[config.mk]
export PLATFORM = sky130hd
export DESIGN_NAME = mpu6050_sample_sequencer
export DESIGN_NICKNAME = d
export VERILOG_FILES = /design/src/rtl/mpu6050_sample_sequencer.sv
export SDC_FILE = /design/constraint.sdc
export NUM_CORES = 1
export LEC_CHECK = 0
export CAP_MARGIN = 40
export CORE_ASPECT_RATIO = 1.1
export CORE_MARGIN = 2
export CORE_UTILIZATION = 40
export DETAILED_ROUTE_END_ITERATION = 16
export SETUP_SLACK_MARGIN = 0.4
export SLEW_MARGIN = 30
export SYNTH_ARGS = -nofsm -noshare
export SYNTH_HDL_FRONTEND = slang
export SYNTH_SLANG_ARGS = --single-unit
[constraint.sdc]
create_clock -name clk -period 4.4 [get_ports clk]
set_input_delay 1.1 -clock clk [delete_from_list [all_inputs] [get_ports clk]]
set_output_delay 1.1 -clock clk [all_outputs]
set_load 0.005 [all_outputs]
[src/rtl/mpu6050_sample_sequencer.sv]
// MPU6050 sample sequencer: wakes and configures the sensor over an I2C byte-master,
// then reads ACCEL_X/ACCEL_Y every sample tick, handling retries, timeouts and re-init.
module mpu6050_sample_sequencer #(
  parameter int unsigned PWRUP_CYC   = 1200000,
  parameter int unsigned SAMPLE_DIV  = 120000,
  parameter int unsigned TIMEOUT_CYC = 24000,
  parameter int unsigned RETRY_MAX   = 3,
  parameter logic [6:0]  DEV_ADDR    = 7'h68
) (
  input  logic               clk,
  input  logic               rst,
  output logic               i2c_req,
  output logic               i2c_rw,
  output logic [6:0]         i2c_dev,
  output logic [7:0]         i2c_reg,
  output logic [7:0]         i2c_wdata,
  input  logic               i2c_done,
  input  logic               i2c_nack,
  input  logic [7:0]         i2c_rdata,
  output logic signed [15:0] x_axis,
  output logic signed [15:0] y_axis,
  output logic               data_valid,
  output logic               init_done,
  output logic               err_flag,
  output logic               overrun
);

  localparam int PW_W = $clog2(PWRUP_CYC + 1);
  localparam int TK_W = $clog2(SAMPLE_DIV + 1);
  localparam int WD_W = $clog2(TIMEOUT_CYC + 1);
  localparam int RT_W = $clog2(RETRY_MAX + 1);

  typedef enum logic [2:0] {
    S_PWRUP, S_WAKE, S_CFG, S_IDLE, S_READ, S_PUBLISH
  } state_t;

  state_t            state, state_n;
  logic [PW_W-1:0]   pwr_cnt;
  logic [TK_W-1:0]   tick_cnt;
  logic [WD_W-1:0]   wd_cnt;
  logic [RT_W-1:0]   retry_cnt, retry_n;
  logic [1:0]        byte_idx, byte_n;
  logic              hold, hold_n;
  logic              gap;
  logic              init_n, err_n, ovr_n, pub;
  logic              tick, xfer_ok, xfer_fail, issue;
  logic [7:0]        shadow [4];

  assign i2c_dev   = DEV_ADDR;
  assign tick      = (state != S_PWRUP) && (tick_cnt == TK_W'(SAMPLE_DIV - 1));
  assign xfer_ok   = i2c_req && i2c_done && !i2c_nack;
  // done wins over a watchdog expiry landing on the same cycle
  assign xfer_fail = i2c_req && (i2c_done ? i2c_nack : (wd_cnt == WD_W'(TIMEOUT_CYC - 1)));
  assign issue     = (state == S_WAKE || state == S_CFG || state == S_READ) && !hold;

  always_comb begin
    state_n = state;
    byte_n  = byte_idx;
    retry_n = retry_cnt;
    hold_n  = hold;
    init_n  = init_done;
    err_n   = err_flag;
    ovr_n   = tick && (state == S_READ || state == S_PUBLISH);
    pub     = 1'b0;
    unique case (state)
      S_PWRUP: if (pwr_cnt == PW_W'(PWRUP_CYC - 1)) state_n = S_WAKE;
      S_WAKE, S_CFG: begin
        if (tick) hold_n = 1'b0;
        if (xfer_ok) begin
          if (state == S_WAKE) begin
            state_n = S_CFG;
          end else begin
            state_n = S_IDLE;
            init_n  = 1'b1;
            retry_n = '0;
          end
        end
      end
      S_IDLE: if (tick) begin
        state_n = S_READ;
        byte_n  = 2'd0;
      end
      S_READ: if (xfer_ok) begin
        if (byte_idx == 2'd3) state_n = S_PUBLISH;
        else                  byte_n  = byte_idx + 2'd1;
      end
      S_PUBLISH: begin
        pub     = 1'b1;
        retry_n = '0;
        state_n = S_IDLE;
      end
      default: state_n = S_PWRUP;
    endcase
    if (xfer_fail) begin
      if (retry_cnt == RT_W'(RETRY_MAX - 1)) begin
        err_n   = 1'b1;
        init_n  = 1'b0;
        retry_n = '0;
        hold_n  = 1'b0;
        state_n = S_WAKE;
      end else begin
        retry_n = retry_cnt + RT_W'(1);
        // a failed read abandons the burst; a failed init write waits for a tick
        if (state == S_READ) state_n = S_IDLE;
        else                 hold_n  = 1'b1;
      end
    end
  end

  always_ff @(posedge clk or negedge rst) begin
    if (!rst) begin
      state      <= S_PWRUP;
      byte_idx   <= 2'd0;
      retry_cnt  <= '0;
      hold       <= 1'b0;
      init_done  <= 1'b0;
      err_flag   <= 1'b0;
      overrun    <= 1'b0;
      data_valid <= 1'b0;
    end else begin
      state      <= state_n;
      byte_idx   <= byte_n;
      retry_cnt  <= retry_n;
      hold       <= hold_n;
      init_done  <= init_n;
      err_flag   <= err_n;
      overrun    <= ovr_n;
      data_valid <= pub;
    end
  end

  always_ff @(posedge clk or negedge rst) begin
    if (!rst) begin
      pwr_cnt  <= '0;
      tick_cnt <= '0;
    end else if (state == S_PWRUP) begin
      pwr_cnt <= pwr_cnt + PW_W'(1);
    end else begin
      tick_cnt <= tick ? '0 : tick_cnt + TK_W'(1);
    end
  end

  // Handshake: request fields frozen while req is high, one idle cycle after each completion
  always_ff @(posedge clk or negedge rst) begin
    if (!rst) begin
      i2c_req   <= 1'b0;
      i2c_rw    <= 1'b0;
      i2c_reg   <= 8'h00;
      i2c_wdata <= 8'h00;
      wd_cnt    <= '0;
      gap       <= 1'b0;
    end else if (i2c_req) begin
      if (xfer_ok || xfer_fail) begin
        i2c_req <= 1'b0;
        gap     <= 1'b1;
      end else begin
        wd_cnt <= wd_cnt + WD_W'(1);
      end
    end else if (gap) begin
      gap <= 1'b0;
    end else if (issue) begin
      i2c_req   <= 1'b1;
      i2c_rw    <= (state == S_READ);
      i2c_wdata <= 8'h00;
      wd_cnt    <= '0;
      unique case (state)
        S_WAKE:  i2c_reg <= 8'h6B;
        S_CFG:   i2c_reg <= 8'h1C;
        default: i2c_reg <= 8'h3B + {6'd0, byte_idx};
      endcase
    end
  end

  always_ff @(posedge clk) begin
    if (state == S_READ && xfer_ok) shadow[byte_idx] <= i2c_rdata;
  end

  always_ff @(posedge clk or negedge rst) begin
    if (!rst) begin
      x_axis <= '0;
      y_axis <= '0;
    end else if (pub) begin
      x_axis <= signed'({shadow[0], shadow[1]});
      y_axis <= signed'({shadow[2], shadow[3]});
    end
  end

endmodule

# Word-level counts from Yosys, hierarchy flattened
# Memory sizes are Yosys's and may differ from the RTL's. A register that Yosys moved wholly into a read port is not among the register bits.
# Cells that the tools add are included.
# totals
ff_bits,76
ramBits,32
input_bits,12
output_inout_bits,61
wordCells,115
mem_count,1
# mem_list
name,depth,word_bits,rd,rd_clocked_by_memory_dff,write_ports,line,source
shadow,4,8,4,4,1,47,logic [7:0] shadow [4];
# classes
add_sub_neg,6
n_eq_ne,18
muxes,45
n_bitwise,2
reduce_logical,28
# ops
operator,count
15-bit 2-to-1 mux,4
3-bit 2-to-1 mux,8
21-bit by 1-bit adder with 21-bit output (second input constant),1
21-bit == test (second input constant),1
1-bit 2-to-1 mux,21
17-bit by 1-bit adder with 17-bit output (second input constant),1
17-bit == test (second input constant),1
17-bit 2-to-1 mux,1
15-bit by 1-bit adder with 15-bit output (second input constant),1
15-bit == test (second input constant),1
3-bit case mux with 5 select lines,1
2-bit 2-to-1 mux,7
7-bit case mux with 2 select lines,1
2-bit inequality test (second input constant),5
3-bit AND reduction,3
2-bit case mux with 2 select lines,2
6-bit by 2-bit adder with 7-bit output (first input constant),1
1-bit logical AND,7
3-bit by 2-bit == test with 1-bit output (second input constant),2
3-bit == test (second input constant),2
1-bit logical NOT,6
3-bit inequality test (second input constant),2
3-bit nonzero test,2
2-bit by 1-bit adder with 2-bit output (second input constant),2
other kinds (10),16

# Depth between registers and ports, before layout
# Gate-level depths: netlist of the first run.
# logic_depth
word_depth,7
ltp_mapped,7
ltp_nobuf,5

# Worst setup path before layout of the first run
# No wires, ideal clock.
# synth_timing
kind,input -> register
start,in i2c_done
end,reg wd_cnt[3]
setup_ps,79
arrival_ps,2228
t_required_ps,4321
setup_slack_ps,2093
stages,6
n_path_buf,2
path_cell_list,clkbuf_1 > nor2b_1 > clkbuf_1 > nand4_1 > or3_1 > a21oi_1
# synth_via
elab_chain_len,5
word_cells_on_any_way,7
classes_between,eq/ne: 1; mux: 1; reduce/logical: 5
# synth_lines
element,line,source
from (decl),17,"input logic i2c_done,"
1-bit 2-to-1 mux or 1-bit logical AND (tied branches),"53, 51",
1-bit logical AND (on tied branches),"53, 51",
1-bit logical OR *,153,if (xfer_ok || xfer_fail) begin
2-bit inequality test (no source line) *,n/a,
3-bit AND reduction (no source line) *,n/a,
to (signal assigned),157,wd_cnt <= wd_cnt + WD_W'(1);
to (decl),40,logic [WD_W-1:0] wd_cnt;
# Every way passes the cells marked *; elsewhere a longest branch is shown, timed or not.
# A chain may end at the register's enable or synchronous reset.

# Final worst setup path of the first run
# layout_timing
start,reg i2c_req
end,out i2c_req
# layout_lines
element,line,source
from (decl),12,"output logic i2c_req,"
from (signal assigned),146,i2c_req <= 1'b0;
from (signal assigned),154,i2c_req <= 1'b0;
from (signal assigned),162,i2c_req <= 1'b1;
# No word-level cell between the ends.

==> results of run 1 <==
## cells in the final DEF, fill, tap and decap left out, types with 8 or more instances in the layout
| master | n |
|---|---|
| nand3_1 | 23 |
| nor2_1 | 18 |
| o21ai_0 | 29 |
| dfrtp_1 | 107 |
| edfxtp_1 | 32 |
| clkbuf_16 | 17 |
| a21oi_1 | 14 |
| nand2_1 | 127 |
| or3_1 | 8 |
| clkdlybuf4s50_1 | 55 |
| xnor2_1 | 19 |
| conb_1 | 16 |
| inv_1 | 11 |
| mux2i_1 | 8 |
| xor2_1 | 14 |
| nand4_1 | 15 |
| nor4_1 | 9 |
| and3_1 | 12 |
## report_power, final
group          total (mW)  internal [mW]  switching (mW)
sequential           1.51           1.40           0.104
combinational       0.268          0.121           0.147
clock                1.41          0.855           0.551
total                3.18           2.38           0.802
## final timing paths
path	startpoint	to	slack, ns	depth (start not counted)
worst max-delay path	i2c_req	i2c_req	1.71	1
worst min-delay path	shadow[1][0]	x_axis[0]	0.44	2
worst max register to register	state[1]	i2c_reg[5]	1.81	4
worst min register to register	shadow[1][0]	x_axis[0]	0.44	2
max in group asynchronous	rst	pwr_cnt[2]	2.87	2
min in group asynchronous	rst	y_axis[15]	0.67	1
## metal layers
layer	up-vias	GRT usage [%]	routed length (um)
met5	-	0	0
met4	0	7.83	222
met3	18	3.93	429
met2	76	25.2	6230
met1	2162	21.3	5730
li1	2116	-	-
## cell type report
class	count	area, sq um
fill	1352	7670
sequential	139	3640
multi-input combinational	406	2380
timing repair buffer	62	611
clock buffer	20	447
tap	196	245
clock inverter	12	139
inverter	12	45.0
## logic make-up (layout without fill, tap and decap cells)
kind of cell / Yosys count / in the layout / synth area share [%]
AOI/OAI and AO/OA: 75 / 75 / 7.31
xor gates and xnor gates: 33 / 33 / 4.62
adders and majority gates: 7 / 7 / 1.40
buffers and inverters: 54 / 106 / 4.66
DFF: 139 / 139 / 58.2
muxes: 11 / 11 / 1.82
other: 2 / 16 / 0.120
and+or+nand+nor: 264 / 264 / 21.9
==> metrics.csv, run 1 <==
stage;metric;value;unit
yosys;top cell type's share of synthesized area;42.8;%
worst_setup_path;WS Path Type;register to output pin;
global_route;antenna violations before repair;0;
yosys;Yosys reg bits;139;
power_and_ir_drop;PwrDens;424;mW/mm^2
yosys;Synth area leader;dfrtp_1;
placement;Placed Instance Area;0.00691;sq mm
die;Die Span X;123;um
sta;clk_skew;0.00584;ns
worst_setup_path;worst-path fanout max;12;
power_and_ir_drop;Tot Pwr;3.18;mW
layout;Regs by FF count;shadow (32), pwr_cnt (21), tick_cnt (17);
worst_setup_path;Crit. End Element;output pin;
power_and_ir_drop;peak supply drop;0.000266;V
sta;RSZ-0062 raised after global routing;false;
worst_setup_path;CP Cell Sequence;clkdlybuf4s50_1;
route;Vias;4372;
route;drt total wl;12600;um
global_route;vias in the first global route;4235;
layout;share of layout cells above drive strength 1;8.60;%
layout;Antenna Cells;0;
worst_setup_path;CP required;3.30;ns
yosys;cell with the most instances after synthesis;nand2_1;
route;Antenna Nets Post-Route;0;
placement;Inst Count DP;814;
yosys;Post-synth top cells;nand2_1, dfrtp_1, edfxtp_1;
cts;Sink Count;139;
sta;max-slew violation count;0;
placement;post-DP HPWL;8800;um
yosys;dominant synthesized flop cell;dfrtp_1;
die;# rows;47;
worst_setup_path;Top Family by Delay on Critical Path;flip-flops;
cts;CTS-repair resized insts;0;
global_route;global route overflow;0;
cts;Post-CTS Setup Inserts;0;
sta;minimum clock period;2.69;ns
yosys;Syn Std Cell Area;0.00625;sq mm
die;Starting Density;41.2;%
global_route;global-route wire length before repair;20900;um
cts;Worst-path clk slew;0.06;ns
cts;clock latency on the worst-skew pair;0.42;ns
layout;non-filler instance count after layout;847;
route;DR WL/cell;14.9;um
route;initial drt markers;387;
yosys;Cells after Synth;585;
worst_setup_path;Critical Path AT;1.59;ns
cts;CTS max path bufs;2;
layout;final instance area;0.00750;sq mm
layout;# nets final;657;
route;vias per cell;5.16;
job;maxcap violations;0;
sta;setup TNS;0;ns
yosys;ys async rst share;77.0;%
sta;Final Hold Fails;0;
worst_setup_path;Worst Path Buf+Inv;1;
sta;Worst Setup Slack, final;1.71;ns
placement;I/O Buffers;56;
cts;# hold bufs at CTS;0;
min_path;Worst Hold Class;register to register;
layout;area grow syn2layout;20.0;%
die;die area;0.0166;sq mm
power_and_ir_drop;cell leakage power;3.24;nW
yosys;sequential area share after synthesis;58.2;%
cts;root buf cell;clkbuf_16;
yosys;Syn Area/Cell;10.7;sq um
placement;Final GP Congestion;0.813;
layout;Largest register FFs;32;
die;Die Height;135;um
cts;CTS Buf Count;17;
yosys;Synth warnings;0;
route;First-pass DRT Iterations;5;
worst_setup_path;CP max stage delay;0.59;ns
worst_setup_path;crit path max-delay cell type;dfrtp_1;
run_status;status;complete, no violations;
sta;final period utilization;61.1;%
sta;Max-slew headroom;50.7;%
placement;Place WS;1.47;ns
yosys;number of flops mapped to enable cells by yosys;32;
global_route;largest net degree at the start of global routing;48;
worst_setup_path;type of origin of the critical path;register;
sta;f_max;372;MHz
yosys;Cell variety after synth;62;
layout;Reg with most FFs;shadow;
sta;Worst Max-Slew Pin Slew;0.737;ns
sta;Worst Hold Slack;0.442;ns
die;Core Area;0.0152;sq mm
global_route;total track usage;16.2;%
die;IO Pins;73;
route;DRC;0;
cts;CTS tree;built;
layout;utilization after layout;49.4;%
sta;final setup fails;0;
cts;H-tree Lvls;4;
yosys;main area contributors after synthesis;dfrtp_1, edfxtp_1, nand2_1, xnor2_1, o21ai_0;
(Power assumes the default switching activity.)
==> run 2: changes to the inputs <==
==> constraint.sdc (replaced) <==
create_clock -name clk -period 2.51 [get_ports clk]
set_input_delay 0.6275 -clock clk [delete_from_list [all_inputs] [get_ports clk]]
set_output_delay 0.6275 -clock clk [all_outputs]
set_load 0.005 [all_outputs]
==> metrics.csv, run 2 (synthesis gave the netlist of run 1 again) <==
stage;metric;value;unit;change
run_status;status;complete, no violations;;unchanged
layout;most common cell after layout, fill and taps aside;nand2_1;;unchanged
cts;CTS max path bufs;2;;unchanged
global_route;GRT Max-Usage Layer;met2;;unchanged
layout;area grow syn2layout;21.9;%;was 20.0%
global_route;M1 GR Usage;21.2;%;was 21.3%
placement;Placed Instance Area;0.00701;sq mm;was 0.00691 sq mm
sta;final setup fails;0;;unchanged
cts;H-tree Lvls;4;;unchanged
power_and_ir_drop;cell leakage power;3.32;nW;was 3.24 nW
worst_setup_path;WS Path Type;register to output pin;;unchanged
worst_setup_path;crit path max-delay cell type;clkdlybuf4s50_1;;was dfrtp_1
sta;Final Hold Fails;0;;unchanged
placement;Final GP Congestion;0.834;;was 0.813
worst_setup_path;Reg-to-Reg End;tick_cnt[10];;was i2c_reg[5]
placement;post-DP HPWL;9020;um;was 8800 um
layout;multi-input logic area;0.00238;sq mm;about the same
route;Vias;4441;;was 4372
global_route;vias in the first global route;4443;;was 4235
min_path;Worst Hold Class;input port to async pin;;was register to register
route;Antenna Nets Post-Route;0;;unchanged
worst_setup_path;R2R cell count;4;;unchanged
worst_setup_path;Reg2Reg Setup Slack;0.50;ns;was 1.81 ns
die;Core Area;0.0152;sq mm;unchanged
layout;final instance area;0.00762;sq mm;was 0.00750 sq mm
cts;clock latency on the worst-skew pair;0.43;ns;was 0.42 ns
worst_setup_path;CP required;1.88;ns;was 3.30 ns
worst_setup_path;CP Cell Sequence;clkdlybuf4s50_1;;unchanged
layout;# nets final;670;;was 657
die;IO Pins;73;;unchanged
die;# rows;47;;unchanged
global_route;met2 usage;26.4;%;was 25.2%
power_and_ir_drop;PwrDens;733;mW/mm^2;was 424 mW/mm^2
global_route;total track usage;16.5;%;was 16.2%
worst_setup_path;type of origin of the critical path;register;;unchanged
worst_setup_path;Critical Path AT;1.39;ns;was 1.59 ns
sta;max-slew violation count;0;;unchanged
cts;Sink Count;139;;unchanged
job;maxcap violations;0;;unchanged
layout;Regs by FF count;shadow (32), pwr_cnt (21), tick_cnt (17);;unchanged
cts;CTS tree;built;;unchanged
die;Die Height;135;um;unchanged
global_route;largest net degree at the start of global routing;60;;was 48
placement;Inst Count DP;826;;was 814
worst_setup_path;CP max stage delay;0.53;ns;was 0.59 ns
die;Die Span X;123;um;unchanged
sta;Worst Setup Slack, final;0.497;ns;was 1.71 ns
worst_setup_path;worst-path fanout max;8;;was 12
layout;Largest register FFs;32;;unchanged
sta;clk_skew;0.00723;ns;was 0.00584 ns
layout;Reg with most FFs;shadow;;unchanged
route;initial drt markers;290;;was 387
layout;utilization after layout;50.2;%;was 49.4%
global_route;global route overflow;0;;unchanged
cts;CTS Buf Count;17;;unchanged
die;Starting Density;41.2;%;unchanged
placement;I/O Buffers;56;;unchanged
worst_setup_path;Critical Path End;i2c_req;;unchanged
worst_setup_path;Critical Path Start;i2c_req;;unchanged
sta;minimum clock period;2.01;ns;
worst_setup_path;Top Family by Delay on Critical Path;buffers and inverters;;was flip-flops
power_and_ir_drop;Tot Pwr;5.58;mW;was 3.18 mW
sta;Worst Hold Slack;0.0507;ns;was 0.442 ns
sta;RSZ-0062 raised after global routing;false;;unchanged
placement;Place WS;0.243;ns;was 1.47 ns
layout;most frequent cells in the layout;nand2_1, dfrtp_1, clkdlybuf4s50_1, edfxtp_1, o21ai_0;;unchanged
cts;Worst-path clk slew;0.06;ns;about the same
layout;share of layout cells above drive strength 1;10.8;%;was 8.60%
layout;sequential cell area;0.00364;sq mm;about the same
route;drt total wl;12900;um;was 12600 um
route;DRC;0;;unchanged
power_and_ir_drop;peak supply drop;0.000482;V;was 0.000266 V
global_route;global-route wire length before repair;21400;um;was 20900 um
sta;setup TNS;0;ns;unchanged
worst_setup_path;Worst Path Buf+Inv;1;;unchanged
worst_setup_path;Crit. End Element;output pin;;unchanged
route;DR WL/cell;15.0;um;was 14.9 um
sta;Worst Max-Slew Pin Slew;0.624;ns;was 0.737 ns
sta;Max-slew headroom;58.1;%;was 50.7%
layout;Fill cells;1340;;was 1352
die;die area;0.0166;sq mm;unchanged
layout;non-filler instance count after layout;860;;was 847
layout;Antenna Cells;0;;unchanged
global_route;antenna violations before repair;0;;unchanged
sta;final period utilization;80.2;%;
route;vias per cell;5.16;;about the same
worst_setup_path;reg2reg start;tick_cnt[9];;was state[1]
route;First-pass DRT Iterations;4;;was 5
global_route;met3 GRT Util;4.10;%;was 3.93%
cts;root buf cell;clkbuf_16;;unchanged
worst_setup_path;cell count along the critical path;1;;unchanged
sta;f_max;497;MHz;
run 2: cell count changes in the layout (fill, tap and decap cells not counted), sizes merged:
cell and change:
buf +13, inv +5, clkbuf -3, clkinvlp -3, clkinv +2, bufinv -1
run 2: how the worst min path moves through the flow:
| stage | end | cells after the start | slack (ns) |
|---|---|---|---|
| after floorplan | byte_idx[0] | 0 | 0.33 |
| after global placement | y_axis[3] | 2 | 0.42 |
| after detailed placement | y_axis[4] | 2 | 0.43 |
| after CTS | y_axis[4] | 1 | 0.04 |
| after global routing | y_axis[4] | 1 | 0.04 |
| final | y_axis[4] | 1 | 0.05 |
run 2: layout make-up:
class / count / share of cell area (%)
Inverter: 12 / 0.591
Clock buffer: 17 / 5.58
Timing Repair Buffer: 75 / 9.52
Sequential cell: 139 / 47.8
Multi-Input combinational cell: 406 / 31.3
Clock inverter: 15 / 2.02
Tap cell: 196 / 3.22
run 2: timing repair:
action / CTS / global route
setup buffers: 0 / 2
gates resized for setup: 2 / 2
hold buffers: 0 / 0
setup endpoints to repair: 12 / 5
pin swaps: 0 / 0
run 2: power by group:
| group | internal [mW] | leakage [nW] | switching [mW] | total (mW) |
|---|---|---|---|---|
| clock | 1.40 | 0.287 | 1.04 | 2.44 |
| sequential | 2.46 | 1.71 | 0.163 | 2.62 |
| combinational | 0.233 | 1.33 | 0.282 | 0.515 |
run 2: per-layer routing:
layer  part of all wire, %  vias up  routed length (um)
li1                      -     2150                   -
met1                    45     2176                5810
met2                    49       91                6340
met3                   3.6       24                 470
met4                   2.3        0                 297
met5                     0        -                   0
==> run 3: changes to the inputs <==
==> constraint.sdc (replaced) <==
create_clock -name clk -period 1.99 [get_ports clk]
set_input_delay 0.4975 -clock clk [delete_from_list [all_inputs] [get_ports clk]]
set_output_delay 0.4975 -clock clk [all_outputs]
set_load 0.005 [all_outputs]
==> metrics.csv, run 3 (synthesis gave the netlist of run 1 again) <==
stage;metric;value;unit;change
run_status;status;complete, no violations;;unchanged
route;First-pass DRT Iterations;4;;unchanged
layout;Largest register FFs;32;;unchanged
worst_setup_path;crit path max-delay cell type;or4b_4;;was clkdlybuf4s50_1
worst_setup_path;type of origin of the critical path;register;;unchanged
job;maxcap violations;0;;unchanged
sta;final setup fails;0;;unchanged
die;Die Span X;123;um;unchanged
sta;Worst Max-Slew Pin Slew;0.569;ns;was 0.624 ns
global_route;global-route wire length before repair;23700;um;was 21400 um
sta;max-slew violation count;0;;unchanged
worst_setup_path;Worst Path Buf+Inv;0;;was 1
cts;H-tree Lvls;4;;unchanged
layout;multi-input logic area;0.00313;sq mm;was 0.00238 sq mm
die;die area;0.0166;sq mm;unchanged
worst_setup_path;CP Cell Sequence;or4b_4, or4_4, o31ai_1, a211oi_1;;was clkdlybuf4s50_1
cts;CTS Buf Count;17;;unchanged
layout;most common cell after layout, fill and taps aside;dfrtp_1;;was nand2_1
die;IO Pins;73;;unchanged
worst_setup_path;CP required;2.28;ns;was 1.88 ns
global_route;total track usage;18.3;%;was 16.5%
layout;most frequent cells in the layout;dfrtp_1, buf_4, nand2_1, clkdlybuf4s15_1, nand2_2;;was nand2_1, dfrtp_1, clkdlybuf4s50_1, edfxtp_1, o21ai_0
sta;Worst Hold Slack;0.137;ns;was 0.0507 ns
worst_setup_path;R2R cell count;4;;unchanged
die;Core Area;0.0152;sq mm;unchanged
cts;CTS tree;built;;unchanged
cts;CTS max path bufs;2;;unchanged
placement;post-DP HPWL;9200;um;was 9020 um
layout;Reg with most FFs;shadow;;unchanged
min_path;Worst Hold Class;input port to async pin;;unchanged
sta;Max-slew headroom;62.1;%;was 58.1%
layout;sequential cell area;0.00364;sq mm;about the same
cts;root buf cell;clkbuf_16;;unchanged
cts;clock latency on the worst-skew pair;0.43;ns;about the same
layout;Fill cells;1208;;was 1340
worst_setup_path;CP max stage delay;0.55;ns;was 0.53 ns
worst_setup_path;Crit. End Element;register;;was output pin
layout;final instance area;0.00926;sq mm;was 0.00762 sq mm
route;drt total wl;15400;um;was 12900 um
layout;Antenna Cells;0;;unchanged
global_route;global route overflow;0;;unchanged
sta;f_max;517;MHz;
route;DRC;0;;unchanged
cts;Worst-path clk slew;0.07;ns;was 0.06 ns
die;Die Height;135;um;unchanged
route;initial drt markers;282;;was 290
route;Antenna Nets Post-Route;0;;unchanged
worst_setup_path;WS Path Type;register to register;;was register to output pin
layout;area grow syn2layout;48.1;%;was 21.9%
global_route;vias in the first global route;4764;;was 4443
cts;Sink Count;139;;unchanged
global_route;largest net degree at the start of global routing;108;;was 60
worst_setup_path;Top Family by Delay on Critical Path;simple AND/OR/NAND/NOR gates;;was buffers and inverters
placement;Final GP Congestion;0.820;;was 0.834
sta;clk_skew;0.00893;ns;was 0.00723 ns
placement;I/O Buffers;56;;unchanged
sta;Final Hold Fails;0;;unchanged
route;Vias;4867;;was 4441
power_and_ir_drop;peak supply drop;0.000653;V;was 0.000482 V
route;vias per cell;5.14;;was 5.16
sta;minimum clock period;1.94;ns;
die;Starting Density;41.2;%;unchanged
die;# rows;47;;unchanged
layout;share of layout cells above drive strength 1;37.4;%;was 10.8%
worst_setup_path;Critical Path AT;2.23;ns;was 1.39 ns
placement;Placed Instance Area;0.00728;sq mm;was 0.00701 sq mm
layout;Regs by FF count;shadow (32), pwr_cnt (21), tick_cnt (17);;unchanged
sta;final period utilization;97.3;%;
worst_setup_path;worst-path fanout max;5;;was 8
layout;# nets final;757;;was 670
power_and_ir_drop;PwrDens;797;mW/mm^2;was 733 mW/mm^2
global_route;antenna violations before repair;0;;unchanged
power_and_ir_drop;cell leakage power;4.26;nW;was 3.32 nW
route;DR WL/cell;16.3;um;was 15.0 um
sta;RSZ-0062 raised after global routing;true;;was false
worst_setup_path;cell count along the critical path;4;;was 1
-- run 3: cell count changes in the layout (fill, tap and decap cells not counted), sizes merged --
cell and change:
bufinv -1, buf +81, clkdlybuf4s50 -46, inv +2, dlymetal6s2s +2, dlygate4sd2 +2, clkinv -3, clkbuf +6
clkinvlp +1, or4 +1, clkdlybuf4s15 +42
-- run 3: worst register-to-register path: stages (launching register included) --
cell,delay [ns]
dfrtp_1,0.38
or4b_4,0.55
or4_4,0.48
o31ai_1,0.28
a211oi_1,0.10
-- run 3: cell type report --
type	count	share of cell area, %
clock buffer	18	4.87
clock inverter	14	1.47
inverter	12	0.527
multi-input combinational	407	33.9
sequential	139	39.4
tap	196	2.65
timing repair buffer	161	17.3
-- run 3: timing repair --
action                                  4_1_cts  5_1_grt
endpoints found under the setup margin      149      148
setup buffers                                27       31
pin swaps                                     9       80
resized for setup                           114      175
hold buffers                                  0        0
cloned                                        2        7
-- run 3: final timing paths --
check                                  start          to  slack [ns]
worst max-delay path             tick_cnt[9]    state[1]        0.05
worst min-delay path                     rst   x_axis[7]        0.14
worst max register to register   tick_cnt[9]    state[1]        0.05
worst min register to register  shadow[2][3]  y_axis[11]        0.45
max in group asynchronous                rst   wd_cnt[7]        1.42
min in group clk                shadow[2][3]  y_axis[11]        0.45
-- run 3: where the power goes --
group | internal, mW | leakage, nW | switching [mW]
clock network | 1.74 | 0.289 | 1.38
registers | 3.11 | 1.71 | 0.187
logic | 0.457 | 2.26 | 0.507
total | 5.30 | 4.26 | 2.08
-- run 3: layer usage --
layer  track usage (%)  vias up  wire length (um)
met5                 0        -                 0
met4              6.88        0               225
met3              3.89       18               407
met2              29.8       74              8020
met1              23.9     2441              6750
li1                  -     2334                 -
-- run 3: through the flow --
| stage | instances | TNS (ns) | util [%] | total power [mW] | setup slack (ns) |
|---|---|---|---|---|---|
| 2_1_floorplan | 599 | 0 | - | 3.79 | 0.107 |
| 3_5_place_dp | 848 | -1.67 | 48.0 | 4.06 | -0.153 |
| 3_3_place_gp | 848 | -0.624 | 48.0 | 4.03 | -0.114 |
| 4_1_cts | 909 | 0 | 54.7 | 7.26 | 0.0640 |
| 5_1_grt | 947 | 0 | 61.0 | 7.70 | 0.0302 |
| 6_report | 947 | 0 | 61.0 | 7.38 | 0.0545 |
